<file path="src/rtl/parity_frame_rx.sv">
// Serial frame receiver: start / DATA_W data bits (LSB first) / even parity / stop.
// Reports each frame as good, parity-bad or framing-bad with a one-cycle pulse.
module parity_frame_rx #(
  parameter int DATA_W       = 8,
  parameter int CLKS_PER_BIT = 4
) (
  input  logic              clk,
  input  logic              rst,
  input  logic              rx,
  output logic [DATA_W-1:0] data,
  output logic              valid,
  output logic              parity_err,
  output logic              frame_err,
  output logic              busy
);

  localparam int H  = CLKS_PER_BIT / 2;
  localparam int CW = $clog2(CLKS_PER_BIT + 1);
  localparam int IW = $clog2(DATA_W + 1);
  localparam logic [CW-1:0] CNT_HALF = CW'(H - 1);
  localparam logic [CW-1:0] CNT_BIT  = CW'(CLKS_PER_BIT - 1);
  localparam logic [IW-1:0] IDX_LAST = IW'(DATA_W - 1);

  typedef enum logic [2:0] {
    IDLE      = 3'd0,
    START     = 3'd1,
    DATA      = 3'd2,
    PARITY    = 3'd3,
    STOP      = 3'd4,
    WAIT_IDLE = 3'd5
  } state_t;

  state_t            state, state_n;
  logic [1:0]        sync;
  logic              rx_s;
  logic [CW-1:0]     cnt, cnt_n;
  logic [IW-1:0]     idx, idx_n;
  logic              par, par_n;
  logic              p_bit, p_bit_n;
  logic [DATA_W-1:0] shreg, shreg_n;
  logic [DATA_W-1:0] data_n;
  logic              valid_n, parity_err_n, frame_err_n, busy_n;

  assign rx_s = sync[1];

  // Two-flop synchronizer for the asynchronous serial line
  always_ff @(posedge clk or posedge rst) begin
    if (rst) begin
      sync <= 2'b11;
    end else begin
      sync <= {sync[0], rx};
    end
  end

  // State, counters, datapath and registered outputs
  always_ff @(posedge clk or posedge rst) begin
    if (rst) begin
      state      <= IDLE;
      cnt        <= '0;
      idx        <= '0;
      par        <= 1'b0;
      p_bit      <= 1'b0;
      shreg      <= '0;
      data       <= '0;
      valid      <= 1'b0;
      parity_err <= 1'b0;
      frame_err  <= 1'b0;
      busy       <= 1'b0;
    end else begin
      state      <= state_n;
      cnt        <= cnt_n;
      idx        <= idx_n;
      par        <= par_n;
      p_bit      <= p_bit_n;
      shreg      <= shreg_n;
      data       <= data_n;
      valid      <= valid_n;
      parity_err <= parity_err_n;
      frame_err  <= frame_err_n;
      busy       <= busy_n;
    end
  end

  // Next-state and next-output logic; every sample point restarts cnt
  always_comb begin
    state_n      = state;
    cnt_n        = cnt + 1'b1;
    idx_n        = idx;
    par_n        = par;
    p_bit_n      = p_bit;
    shreg_n      = shreg;
    data_n       = data;
    valid_n      = 1'b0;
    parity_err_n = 1'b0;
    frame_err_n  = 1'b0;

    case (state)
      IDLE: begin
        cnt_n = '0;
        if (!rx_s) begin
          state_n = START;
          idx_n   = '0;
          par_n   = 1'b0;
        end else begin
          state_n = IDLE;
        end
      end
      START: begin
        if (cnt == CNT_HALF) begin
          cnt_n = '0;
          if (rx_s) begin
            state_n = IDLE;
          end else begin
            state_n = DATA;
            idx_n   = '0;
          end
        end else begin
          state_n = START;
        end
      end
      DATA: begin
        if (cnt == CNT_BIT) begin
          cnt_n = '0;
          par_n = par ^ rx_s;
          for (int i = 0; i < DATA_W; i++) begin
            if (idx == IW'(i)) begin
              shreg_n[i] = rx_s;
            end else begin
              shreg_n[i] = shreg[i];
            end
          end
          if (idx == IDX_LAST) begin
            state_n = PARITY;
          end else begin
            idx_n = idx + 1'b1;
          end
        end else begin
          state_n = DATA;
        end
      end
      PARITY: begin
        if (cnt == CNT_BIT) begin
          cnt_n   = '0;
          p_bit_n = rx_s;
          state_n = STOP;
        end else begin
          state_n = PARITY;
        end
      end
      STOP: begin
        if (cnt == CNT_BIT) begin
          cnt_n  = '0;
          data_n = shreg;
          // A low stop bit is a framing error; parity is then meaningless
          if (!rx_s) begin
            frame_err_n = 1'b1;
            state_n     = WAIT_IDLE;
          end else if (p_bit != par) begin
            parity_err_n = 1'b1;
            state_n      = IDLE;
          end else begin
            valid_n = 1'b1;
            state_n = IDLE;
          end
        end else begin
          state_n = STOP;
        end
      end
      WAIT_IDLE: begin
        cnt_n = '0;
        if (rx_s) begin
          state_n = IDLE;
        end else begin
          state_n = WAIT_IDLE;
        end
      end
      default: begin
        state_n = IDLE;
        cnt_n   = '0;
      end
    endcase

    busy_n = (state_n != IDLE);
  end

endmodule

</file>
<file path="config.mk">
export PLATFORM = sky130hd
export DESIGN_NAME = parity_frame_rx
export DESIGN_NICKNAME = d
export VERILOG_FILES = /design/src/rtl/parity_frame_rx.sv
export SDC_FILE = /design/constraint.sdc
export NUM_CORES = 1
export LEC_CHECK = 0
export BUFFER_PORTS_ARGS = -buffer_cell sky130_fd_sc_hd__buf_2
export CAP_MARGIN = 20
export CORE_AREA = 2 2 50 87
export DETAILED_ROUTE_END_ITERATION = 10
export DIE_AREA = 0 0 52 89
export PLACE_DENSITY = 0.61
export SYNTH_ARGS = -nofsm -noshare
export SYNTH_HDL_FRONTEND = slang
export SYNTH_SLANG_ARGS = --single-unit
</file>
<file path="constraint.sdc">
create_clock -name clk -period 2.1 [get_ports clk]
set_input_delay 0.21 -clock clk [delete_from_list [all_inputs] [get_ports clk]]
set_output_delay 0.21 -clock clk [all_outputs]
set_load 0.03 [all_outputs]
</file>
Word level (Yosys, flattened, before mapping). Cells that the tools add are included.

Bits in registers: 34. Bits of input ports: 3. Output and inout port bits: 12. Word-level logic and storage cells: 90.

$add $sub $neg: 2. Equality and inequality tests: 19. Mux-type cells: 31. Bitwise gates (word level): 1. Reductions and logical operators: 18.

Operators by type and width (number): 3-bit AND reduction (9); 3-bit two-way mux (8); 3-bit one-hot mux with 6 select lines (1); 4-bit by 3-bit == test with 1-bit output (second input constant) (4); 4-bit two-way mux (4); 1-bit two-way mux (14); 4-bit one-hot mux with 3 select lines (1); 3-bit by 2-bit == test with 1-bit output (second input constant) (3); 4-bit by 2-bit == test with 1-bit output (second input constant) (2); 2-bit != test (second input constant) (4); 3-bit by 1-bit == test with 1-bit output (second input constant) (2); 3-bit == test (second input constant) (2); 3-bit one-hot mux with 2 select lines (1); 3-bit nonzero test (2); 4-bit by 1-bit adder with 4-bit output (second input constant) (1); 4-bit by 1-bit == test with 1-bit output (second input constant) (1); 4-bit logical NOT (1); 2-bit AND reduction (2); 4-bit AND reduction (1); 3-bit by 1-bit adder with 3-bit output (second input constant) (1); 3-bit logical NOT (1); 3-bit OR reduction (1); 2-bit two-way mux (1); 1-bit one-hot mux with 2 select lines (1); other kinds (3) (3).

Logic depth before layout (Yosys ltp).
Depth after elaboration: 5. Mapped depth: 7.

Worst setup path after synthesis. Ideal clock, no wire load.

Kind: register -> register. Start point: register cnt[0]. End point: register busy. Data arrival time: 2.081 ns. Data required time: 1.961 ns. Setup slack: -0.120 ns. Stages on the path, launching flop included: 7. Buffers on the path: 0. Clock period less this slack: 2.220 ns. Cell sequence: dfrtp_1 -> ha_1 -> ha_1 -> or4bb_2 -> nor3_1 -> or4_1 -> or4_1.

Longest elaborated chain between the ends: 4.

Ends and longest elaborated chain: start: declaration (line 36) `logic [CW-1:0] cnt, cnt_n;`; start signal: assignment (line 71) `cnt <= cnt_n;`; 3-bit by 2-bit == test with 1-bit output or 3-bit by 1-bit == test with 1-bit output (tied branches); 3-bit two-way mux (on tied branches); 3-bit one-hot mux with 6 select lines * (line 97) `case (state)`; 3-bit nonzero test * (line 183) `busy_n = (state_n != IDLE);`; net busy_n (line 42) `logic valid_n, parity_err_n, frame_err_n, busy_n;`; end signal: assignment (line 80) `busy <= busy_n;`; end: declaration (line 14) `output logic busy`.

Mark *: on every way through the listed nets, which the timed path passes. The rest lies on a longest branch. A chain may end at the register's enable or synchronous reset.

Worst setup path in the final report. Same ends and word-level chain as after synthesis.

==> impl_metrics.env <==
export IMPL_htree_levels=2
export IMPL_final_area_um2=1980
export IMPL_clock_path_buffers=2
export IMPL_tns_ns=0
export IMPL_wl_per_cell_um=15.5
export IMPL_wl_um=3400
export IMPL_yosys_warnings=0
export IMPL_power_density_nw_per_um2=1040
export IMPL_rsz0062_at_grt="true"
export IMPL_top_usage_layer="met2"
export IMPL_grtUsageMet3_pct=3.68
export IMPL_grt_max_degree=35
export IMPL_worst_path_max_fanout=3
export IMPL_cts_buffers_inserted=5
export IMPL_setup_viol=0
export IMPL_reg2reg_to="busy"
export IMPL_synth_edf_count=0
export IMPL_end_kind="register"
export IMPL_power_uw=2060
export IMPL_dr_pass1_iters=4
export IMPL_status="finished, final reports clean"
export IMPL_antenna_found_initial=0
export IMPL_io_buffers=14
export IMPL_root_buffer="clkbuf_8"
export IMPL_synth_top_area_cell="dfrtp_1"
export IMPL_drt_drc_violations_left=0
export IMPL_power_leakage_uw=0.000971
export IMPL_syn_num_nets=160
export IMPL_gp_congestion=0.798
export IMPL_grt_use_met1_pct=17.2
export IMPL_grt_ovfl_total=0
export IMPL_grt_total_usage_pct=17.4
export IMPL_critPathLaunchType="register"
export IMPL_vias_per_cell=5.30
export IMPL_met2_usage_pct=32.9
export IMPL_die_y_um=89
export IMPL_fill_cells=353
export IMPL_drt_iter0_drc=11
export IMPL_grt_pass1_wl_um=5840
export IMPL_clk_pin_slew_worst_paths_ns=0.07
export IMPL_insertion_delay_ns=0.28
export IMPL_clock_sinks=34
export IMPL_cts_post_setup_buffers_inserted=0
export IMPL_die_w_um=52
export IMPL_peakVddDrop_mv=0.586
export IMPL_cap_violations=0
export IMPL_async_reset_ff_share_pct=100
export IMPL_endpoint="busy"
export IMPL_design_core_area_um2=3870
export IMPL_dp_hpwl_um=2630
export IMPL_syn_avg_cell_area_um2=11.4
export IMPL_start_util_pct=43.8
export IMPL_yosysSeqAreaShare_pct=50.4
export IMPL_rr_worst_depth=6
export IMPL_relSlewSlack_pct=71.8
export IMPL_netlist_instances=148
export IMPL_synthTopCellsByArea="dfrtp_1 (47%), mux2_2 (11%), ha_1 (6.7%)"
export IMPL_drive_above_1_share_pct=35.5
export IMPL_synth_top_area_share_pct=47.3
export IMPL_regToRegStartpoint="cnt[0]"
export IMPL_vias=1166
export IMPL_fin_worst_skew_ns=0.00568
export IMPL_worstSetupStartpoint="cnt[0]"
export IMPL_cts_hold_buf=0
export IMPL_dpl_cell_area_um2=1880
export IMPL_hold_class="in2async"
export IMPL_finalCriticalPeriod_ns=2.04
export IMPL_area_growth_pct=16.8
export IMPL_pin_count=15
export IMPL_grt_pass1_vias=1273
export IMPL_drtAntennaViolNets=0
export IMPL_max_freq_mhz=491
export IMPL_synth_area_um2=1690
export IMPL_cts_tree="done"
export IMPL_r2r_slack_ns=0.06
export IMPL_nets=183
export IMPL_die_area_um2=4630
export IMPL_worst_slew_pin_slew_ns=0.423
export IMPL_mostFrequentLayoutCell="dfrtp_1"
export IMPL_row_count=30
export IMPL_final_cell_mix="dfrtp_1 (32), mux2_2 (17), nand2_1 (15)"
export IMPL_final_period_utilization_pct=96.9
export IMPL_drv_slew=0
export IMPL_hold_viol=0
export IMPL_yosysUniqueCellTypes=41
export IMPL_critPathRequiredTime_ns=2.25
export IMPL_ys_ff_latch=34
export IMPL_path_class="reg2reg"
export IMPL_worstPathArrival_ns=2.19
export IMPL_ys_flop_type="dfrtp_1"
export IMPL_insertedDiodeCount=0
[kinds of logic (layout without fill, tap and decap cells)]
group,Yosys count,after routing,synth area share (%)
AOI/OAI and AO/OA,21,21,9.17
DFF,34,34,50.4
and+or+nand+nor,51,51,17.7
buffers and inverters,14,38,3.70
xor gates and xnor gates,2,2,1.04
muxes,17,17,11.3
adders and majority gates,9,9,6.66
[synth_stat cells (all sizes together), types with 2 or more instances]
| cell | number |
|---|---|
| dfrtp | 32 |
| mux2 | 17 |
| nand2 | 15 |
| ha | 9 |
| nor2 | 7 |
| a21oi | 6 |
| inv | 6 |
| clkbuf | 5 |
| nor3b | 4 |
| and3 | 3 |
| buf | 3 |
| nand2b | 3 |
| nor2b | 3 |
| o21ai | 3 |
| a22o | 2 |
| dfstp | 2 |
| nand3b | 2 |
| o22a | 2 |
| or2 | 2 |
| or4 | 2 |
[repair_timing]
item                                    in CTS  in global routing
endpoints found under the hold margin        0                  0
resized for setup                            0                  1
endpoints found under the setup margin       0                  2
[final cells by class]
type | instances | area [um2] | area share, %
Multi-Input combinational cell | 100 | 808 | 40.9
Clock inverter | 2 | 13.8 | 0.697
Sequential cell | 34 | 853 | 43.2
Tap cell | 48 | 60.1 | 3.04
Timing Repair Buffer | 24 | 145 | 7.35
Clock buffer | 6 | 72.6 | 3.67
Inverter | 6 | 22.5 | 1.14
[state kept, by name, indices dropped and copies added, names as in the netlist]
register    cells
p_bit           1
idx             4
cnt             3
valid           1
frame_err       1
par             1
state           3
shreg           8
busy            1
data            8
parity_err      1
sync            2
[metrics by stage]
stage | hold slack (ns) | utilization, % | std cells | setup WS, ns
floorplan | 0.214 | - | 148 | 0.0980
global placement | 0.314 | 48.7 | 212 | 0.0878
detailed placement | 0.317 | 48.7 | 212 | 0.0514
CTS | 0.0110 | 51.0 | 220 | 0.0288
global route | 0.00821 | 51.1 | 220 | 0.00520
finish | 0.0103 | 51.1 | 220 | 0.0643
[how the worst min path moves through the flow]
stage / end / slack (ns) / depth (start not counted)
6_report: data[7] / 0.01 / 3
3_3_place_gp: data[5] / 0.31 / 3
3_5_place_dp: data[5] / 0.32 / 3
4_1_cts: sync[0] / 0.01 / 1
5_1_grt: sync[0] / 0.008 / 1
2_1_floorplan: sync[0] / 0.21 / 0
[critical path, stage by stage, from the launching register on]
cell and delay, ns:
dfrtp_1 0.42, ha_4 0.19, ha_4 0.15, or4bb_2 0.19, nor3_2 0.04, or4_1 0.51, or4_1 0.40
[metal layers]
layer	share of wire (%)	wire length (um)
met3	2.9	97
met4	1.7	59
met5	0	0
met1	37	1240
met2	59	2000
[where the power goes]
group | leakage, uW | internal [uW] | switching, uW
registers | 0.000456 | 761 | 144
logic | 0.000470 | 350 | 342
clock network | 0.0000452 | 234 | 232
total | 0.000971 | 1340 | 718
No activity file was read; power rests on OpenSTA's default activity.
